## config.mk

```make
export PLATFORM = sky130hd
export DESIGN_NAME = mc_controller
export DESIGN_NICKNAME = d
export VERILOG_FILES = /design/src/rtl/mc_controller.sv
export SDC_FILE = /design/constraint.sdc
export NUM_CORES = 1
export LEC_CHECK = 0
export BUFFER_PORTS_ARGS = -buffer_cell sky130_fd_sc_hd__buf_4
export CORE_AREA = 2 2 42 44
export CTS_CLUSTER_DIAMETER = 100
export CTS_CLUSTER_SIZE = 20
export DETAILED_ROUTE_END_ITERATION = 8
export DIE_AREA = 0 0 44 46
export PLACE_DENSITY = 0.81
export SYNTH_ARGS = -nofsm -noshare
export SYNTH_HDL_FRONTEND = slang
export SYNTH_SLANG_ARGS = --single-unit
```

## constraint.sdc

```tcl
create_clock -name clk -period 1.2 [get_ports clk]
set_clock_uncertainty 0.1 [all_clocks]
set_input_delay 0.18 -clock clk [delete_from_list [all_inputs] [get_ports clk]]
set_output_delay 0.18 -clock clk [all_outputs]
set_load 0.005 [all_outputs]
```

## src/rtl/mc_controller.sv

```systemverilog
// Multicycle MIPS control unit: Moore FSM stepping each instruction through fetch/decode/execute states.
// Latency: lw 5, sw/R-type/addi 4, beq/j 3, unknown op 2 cycles; no backpressure, outputs decode the current state.
module mc_controller (
  input  logic       clk,
  input  logic       reset,
  input  logic [5:0] op,
  input  logic [5:0] funct,
  input  logic       zero,
  output logic       pcen,
  output logic       memwrite,
  output logic       irwrite,
  output logic       regwrite,
  output logic       alusrca,
  output logic       iord,
  output logic       memtoreg,
  output logic       regdst,
  output logic [1:0] alusrcb,
  output logic [1:0] pcsrc,
  output logic [2:0] alucontrol,
  output logic [3:0] state
);

  localparam logic [3:0] FETCH    = 4'd0;
  localparam logic [3:0] DECODE   = 4'd1;
  localparam logic [3:0] MEMADR   = 4'd2;
  localparam logic [3:0] MEMRD    = 4'd3;
  localparam logic [3:0] MEMWB    = 4'd4;
  localparam logic [3:0] MEMWR    = 4'd5;
  localparam logic [3:0] EXECUTE  = 4'd6;
  localparam logic [3:0] ALUWB    = 4'd7;
  localparam logic [3:0] BRANCH   = 4'd8;
  localparam logic [3:0] ADDIEXEC = 4'd9;
  localparam logic [3:0] ADDIWB   = 4'd10;
  localparam logic [3:0] JUMP     = 4'd11;

  localparam logic [5:0] OP_LW   = 6'b100011;
  localparam logic [5:0] OP_SW   = 6'b101011;
  localparam logic [5:0] OP_RTYP = 6'b000000;
  localparam logic [5:0] OP_BEQ  = 6'b000100;
  localparam logic [5:0] OP_ADDI = 6'b001000;
  localparam logic [5:0] OP_J    = 6'b000010;

  localparam logic [2:0] ALU_AND = 3'b000;
  localparam logic [2:0] ALU_OR  = 3'b001;
  localparam logic [2:0] ALU_ADD = 3'b010;
  localparam logic [2:0] ALU_SUB = 3'b110;
  localparam logic [2:0] ALU_SLT = 3'b111;

  logic [3:0] cur_state;
  logic [3:0] nxt_state;
  logic [2:0] funct_alu;

  assign state = cur_state;

  always_ff @(posedge clk) begin
    if (reset) cur_state <= FETCH;
    else       cur_state <= nxt_state;
  end

  always_comb begin
    nxt_state = FETCH;
    case (cur_state)
      FETCH:  nxt_state = DECODE;
      DECODE: begin
        case (op)
          OP_LW, OP_SW: nxt_state = MEMADR;
          OP_RTYP:      nxt_state = EXECUTE;
          OP_BEQ:       nxt_state = BRANCH;
          OP_ADDI:      nxt_state = ADDIEXEC;
          OP_J:         nxt_state = JUMP;
          default:      nxt_state = FETCH;
        endcase
      end
      MEMADR:   nxt_state = (op == OP_LW) ? MEMRD : MEMWR;
      MEMRD:    nxt_state = MEMWB;
      EXECUTE:  nxt_state = ALUWB;
      ADDIEXEC: nxt_state = ADDIWB;
      default:  nxt_state = FETCH;
    endcase
  end

  always_comb begin
    funct_alu = ALU_ADD;
    case (funct)
      6'b100000: funct_alu = ALU_ADD;
      6'b100010: funct_alu = ALU_SUB;
      6'b100100: funct_alu = ALU_AND;
      6'b100101: funct_alu = ALU_OR;
      6'b101010: funct_alu = ALU_SLT;
      default:   funct_alu = ALU_ADD;
    endcase
  end

  always_comb begin
    pcen       = 1'b0;
    memwrite   = 1'b0;
    irwrite    = 1'b0;
    regwrite   = 1'b0;
    alusrca    = 1'b0;
    iord       = 1'b0;
    memtoreg   = 1'b0;
    regdst     = 1'b0;
    alusrcb    = 2'b00;
    pcsrc      = 2'b00;
    alucontrol = 3'b000;
    case (cur_state)
      FETCH: begin
        alusrcb    = 2'b01;
        alucontrol = ALU_ADD;
        irwrite    = 1'b1;
        pcen       = 1'b1;
      end
      DECODE: begin
        alusrcb    = 2'b11;
        alucontrol = ALU_ADD;
      end
      MEMADR: begin
        alusrca    = 1'b1;
        alusrcb    = 2'b10;
        alucontrol = ALU_ADD;
      end
      MEMRD: iord = 1'b1;
      MEMWB: begin
        memtoreg = 1'b1;
        regwrite = 1'b1;
      end
      MEMWR: begin
        iord     = 1'b1;
        memwrite = 1'b1;
      end
      EXECUTE: begin
        alusrca    = 1'b1;
        alucontrol = funct_alu;
      end
      ALUWB: begin
        regdst   = 1'b1;
        regwrite = 1'b1;
      end
      BRANCH: begin
        alusrca    = 1'b1;
        alucontrol = ALU_SUB;
        pcsrc      = 2'b01;
        pcen       = zero;
      end
      ADDIEXEC: begin
        alusrca    = 1'b1;
        alusrcb    = 2'b10;
        alucontrol = ALU_ADD;
      end
      ADDIWB: regwrite = 1'b1;
      JUMP: begin
        pcsrc = 2'b10;
        pcen  = 1'b1;
      end
      default: ;
    endcase
    // Architectural strobes must never fire while reset holds the machine.
    if (reset) begin
      pcen     = 1'b0;
      irwrite  = 1'b0;
      memwrite = 1'b0;
      regwrite = 1'b0;
    end
  end

endmodule

```

# == Yosys cells after proc, flatten, opt, wreduce, memory -nomap -nowiden ==
# Cells that the tools add are included.
# word_totals
register_bits,4
latch_bits,0
mem_bits_rw,0
mem_bits_ro,0
inputBits,15
out_inout_bits,19
wordCells,49
n_memories,0
# classes
addsub,0
mul,0
div_mod_pow,0
magnitude_cmp,0
n_eq_ne,20
shifts,0
muxes,19
bitwise,0
reduce_logical,9
# op_table
operator,n
"== test 6 bit, second input constant",6
case mux 4 bit (6 select lines),1
case mux 4 bit (5 select lines),1
"== test 4 x 3 -> 1 bit, second input constant",4
"== test 4 bit, second input constant",4
case mux 3 bit (4 select lines),1
2-to-1 mux 1 bit,11
case mux 3 bit (3 select lines),1
"== test 4 x 2 -> 1 bit, second input constant",2
OR reduction 2 bit,4
OR reduction 4 bit,2
"== test 6 x 2 -> 1 bit, second input constant",1
"== test 6 x 3 -> 1 bit, second input constant",1
"== test 6 x 4 -> 1 bit, second input constant",1
zero test 6 bit,1
case mux 2 bit (3 select lines),1
"== test 4 x 1 -> 1 bit, second input constant",1
zero test 4 bit,1
case mux 2 bit (2 select lines),1
2-to-1 mux 3 bit,1
OR reduction 3 bit,1
case mux 1 bit (2 select lines),1

# == Depth between registers and ports, before layout ==
# logic_depth
word_depth,4
ltp_mapped,5

# == Least setup slack after synthesis ==
# No wires, ideal clock.
# synth_path
path_type,register to output
startpoint,register cur_state[3] (netlist: state[3])
endpoint,output pcen
t_arrival_ps,1068
required_time_ps,920
slack_ps,-148
path_stages_with_launch,5
n_path_buf,0
cell_sequence,dfxtp_1 > and2b_2 > nor3b_1 > a21oi_1 > o21bai_1
# synth_via
elab_chain_len,4
word_cells_on_any_way,6
# synth_lines
element,line,source
start: declaration,49,logic [3:0] cur_state;
start signal: assignment,57,else cur_state <= nxt_state;
== test 4 bit / zero test 4 bit (equally long branches),106,case (cur_state)
OR reduction 2 bit (no line),--,
case mux 1 bit (2 select lines) *,106,
2-to-1 mux 1 bit *,158,if (reset) begin
end: declaration,9,"output logic pcen,"
# Every way passes the cells marked *; elsewhere a longest branch is shown, timed or not.

# == Worst setup path after layout ==
# layout_path
startpoint,register cur_state[2] (netlist: state[2])
endpoint,output memwrite
# layout_via
elab_chain_len,3
# layout_lines
element,line,source
== test 4 x 3 -> 1 bit,106,
2-to-1 mux 1 bit,106,
2-to-1 mux 1 bit,158,
end: declaration,10,"output logic memwrite,"
# No other way between the ends.

==> run metrics <==
outcome=complete, but fails checks; failing checks=setup timing; nets@finish=approximately 150; dominant cells by area after synthesis=dfxtp_1 15%, a21oi_1 7.6%, nor2_1 6.4%, a2111oi_4 5.2%, nor4_2 4.8%; Final Slew Violations=0; first drt pass iteration count=4; final setup vio count=19; post-place instance area=~980 µm²; Mapped Area=about 530 µm²; commonest non-fill, non-tap cells in the layout=52 x buf_4, 9 x buf_6, 6 x nor2_1, 6 x a21oi_2; Setup CP Type=flip-flop to output pin; R2R setup slack=-190 ps; vias in the first global route=between 700 and 800; num rows=15; die width=44 µm; #FFs+latches synth=4; All-Layer GR Usage=20.71%; via count=832; post-synth top area cell=dfxtp_1; die height=about 46 µm; Pleak=about 0.54 nW; CTS sink cnt=4; MaxCap Viol Count=0; Routed Antenna Nets=0; Core Region=1614 µm²; final non-filler cell total=between 150 and 200; post-placement cell count=142; DRT iter0 DRCs=18; setup TNS=-5502 ps; TritonCTS clock tree=built; DR vias/cell=5.474; HP Class=primary input to flip-flop; H-tree depth=1; register area share after synthesis=between 15 and 20%; Rel. slew slack=between 80% and 90%; dpl ws=-189.2 ps; antenna cell count=0; cts bufs inserted=3; Buffers on Ports=33; Data arrival, critical path=between 1000 and 1500 ps; initial antenna violation count=0; crit end category=output pin; Syn Inst Count=between 70 and 80; share of cells above drive strength 1=around three quarters; Ports=34; CTS max path bufs=2; final setup margin=-457.4 ps; Synth Warn #=0; Netlist cell types=36; largest net degree at the start of global routing=8; Placer Congestion=0.8756; clock root buffer=clkbuf_4; grt total ovfl=0; f_max=approximately 600 MHz; Tcrit/Tclk final=138.1%; Critical Path RT=~900 ps; Syn Area/Cell=between 7 and 8 µm²; DR DRC count=0; Starting Density=about a third; area grow syn2layout=128.3%; drt wl/cell=~17 µm; # hold bufs at CTS=0; Post-DP HPWL=approximately 1.5 mm; WL final=around 2.5 mm; Startpoint Class=flip-flop; post-layout instance area=between 1000 and 1500 µm²; Min Clock Period, post-route=~1700 ps; worst-skew pair later-pin latency=between 200 and 250 ps; RSZ-0062 raised after global routing=true; Worst Max-Slew Pin Slew=between 200 and 300 ps; most common cell after layout, fill and taps aside=buf_4; Fin. Hold Viols=0; Largest register FFs=4; die area=approximately 2000 µm²; net count after synthesis=89; Worst VDD drop=slightly below 0.0005 V; first-pass GRT wire length=around 3.2 mm; Max FO, Critical Path=6; PwrDens=about 460 nW/µm²; Finished Core Util=roughly three quarters; Clock transition at path regs=~40 ps; share of the synthesized area in the top cell type=around 15%
layer usage:
layer / wire length [µm] / GRT usage (%) / part of all wire (%)
met1: 1034 / 22.12 / 41
met2: 1313 / 42.94 / 52
met3: 135 / 1.587 / 5.4
met4: 30 / 4.848 / 1.2
met5: 0 / 0 / 0
cells in the mapped netlist:
library cell and instances:
nor2_1 9, a21oi_1 8, nand2_1 6, dfxtp_1 4, a21o_1 3, and3_1 3, nand2b_1 3, nand3_1 3
nor3_1 3, buf_2 2, inv_1 2, nand4_1 2, nor3b_1 2, nor4_2 2, a2111oi_4 1, a211oi_1 1
a31o_2 1, a31oi_1 1, a32oi_1 1, and2_1 1, and2b_2 1, buf_1 1, buf_6 1, nand2b_2 1
nand4b_1 1, nor2b_1 1, o211ai_1 1, o21a_1 1, o21bai_1 1, o31ai_1 1, or2_1 1, or2_4 1
or2b_1 1, or3_1 1, xnor2_1 1, xor2_1 1
worst max-delay path, stage by stage (launching register included):
cell and delay, ps:
dfxtp_2 350, buf_4 170, or2b_1 300, nor3_1 180, buf_4 150
what timing repair did:
item | in CTS | in global routing
buffers inserted | 5 | 2
resized for setup | 18 | 20
cloned | 0 | 0
pin swaps | 5 | 4
setup endpoints to repair | 20 | 19
logic make-up (layout without fill, tap and decap cells):
family / Yosys count / in the layout / share of synthesized area, %
simple gates: 42 / 42 / 46.43
buf+inv: 6 / 67 / 6.190
flops: 4 / 4 / 15.24
compound gates: 20 / 20 / 28.81
xor+xnor: 2 / 2 / 3.334
per-stage QoR:
step	total power, W	hold WS (ps)
final	0.0005571	162.4
after floorplan	0.0002223	239.1
after global routing	0.0005798	177.9
after global placement	0.0003295	409.9
after CTS	0.0005231	173.3
after detailed placement	0.0003364	422.3
report_power, final:
group	leakage, nW	total (W)	internal [W]	switching, W
logic	0.491	0.000241	0.000139	0.000102
registers	0.0352	0.000141	0.000134	0.00000690
clock network	0.0138	0.000175	0.000112	0.0000624
path summary, 6_finish.rpt:
path	startpoint	endpoint	cells past startpoint
setup / recovery	state[2]$_SDFF_PP0_	memwrite	4
hold / removal	op[2]	state[3]$_SDFF_PP0_	3
hold reg to reg	state[3]$_SDFF_PP0_	state[0]$_SDFF_PP0_	2
setup reg to reg	state[2]$_SDFF_PP0_	state[0]$_SDFF_PP0_	5
cell type report:
class	instances	area (µm²)
multi-input cells	64	549.3
repair buffers	62	506.7
fillers	95	414.1
flip-flops and latches	4	92.59
clock buffers	3	22.52
well taps	17	21.27
inverters	2	7.507
(Power assumes the default switching activity.)
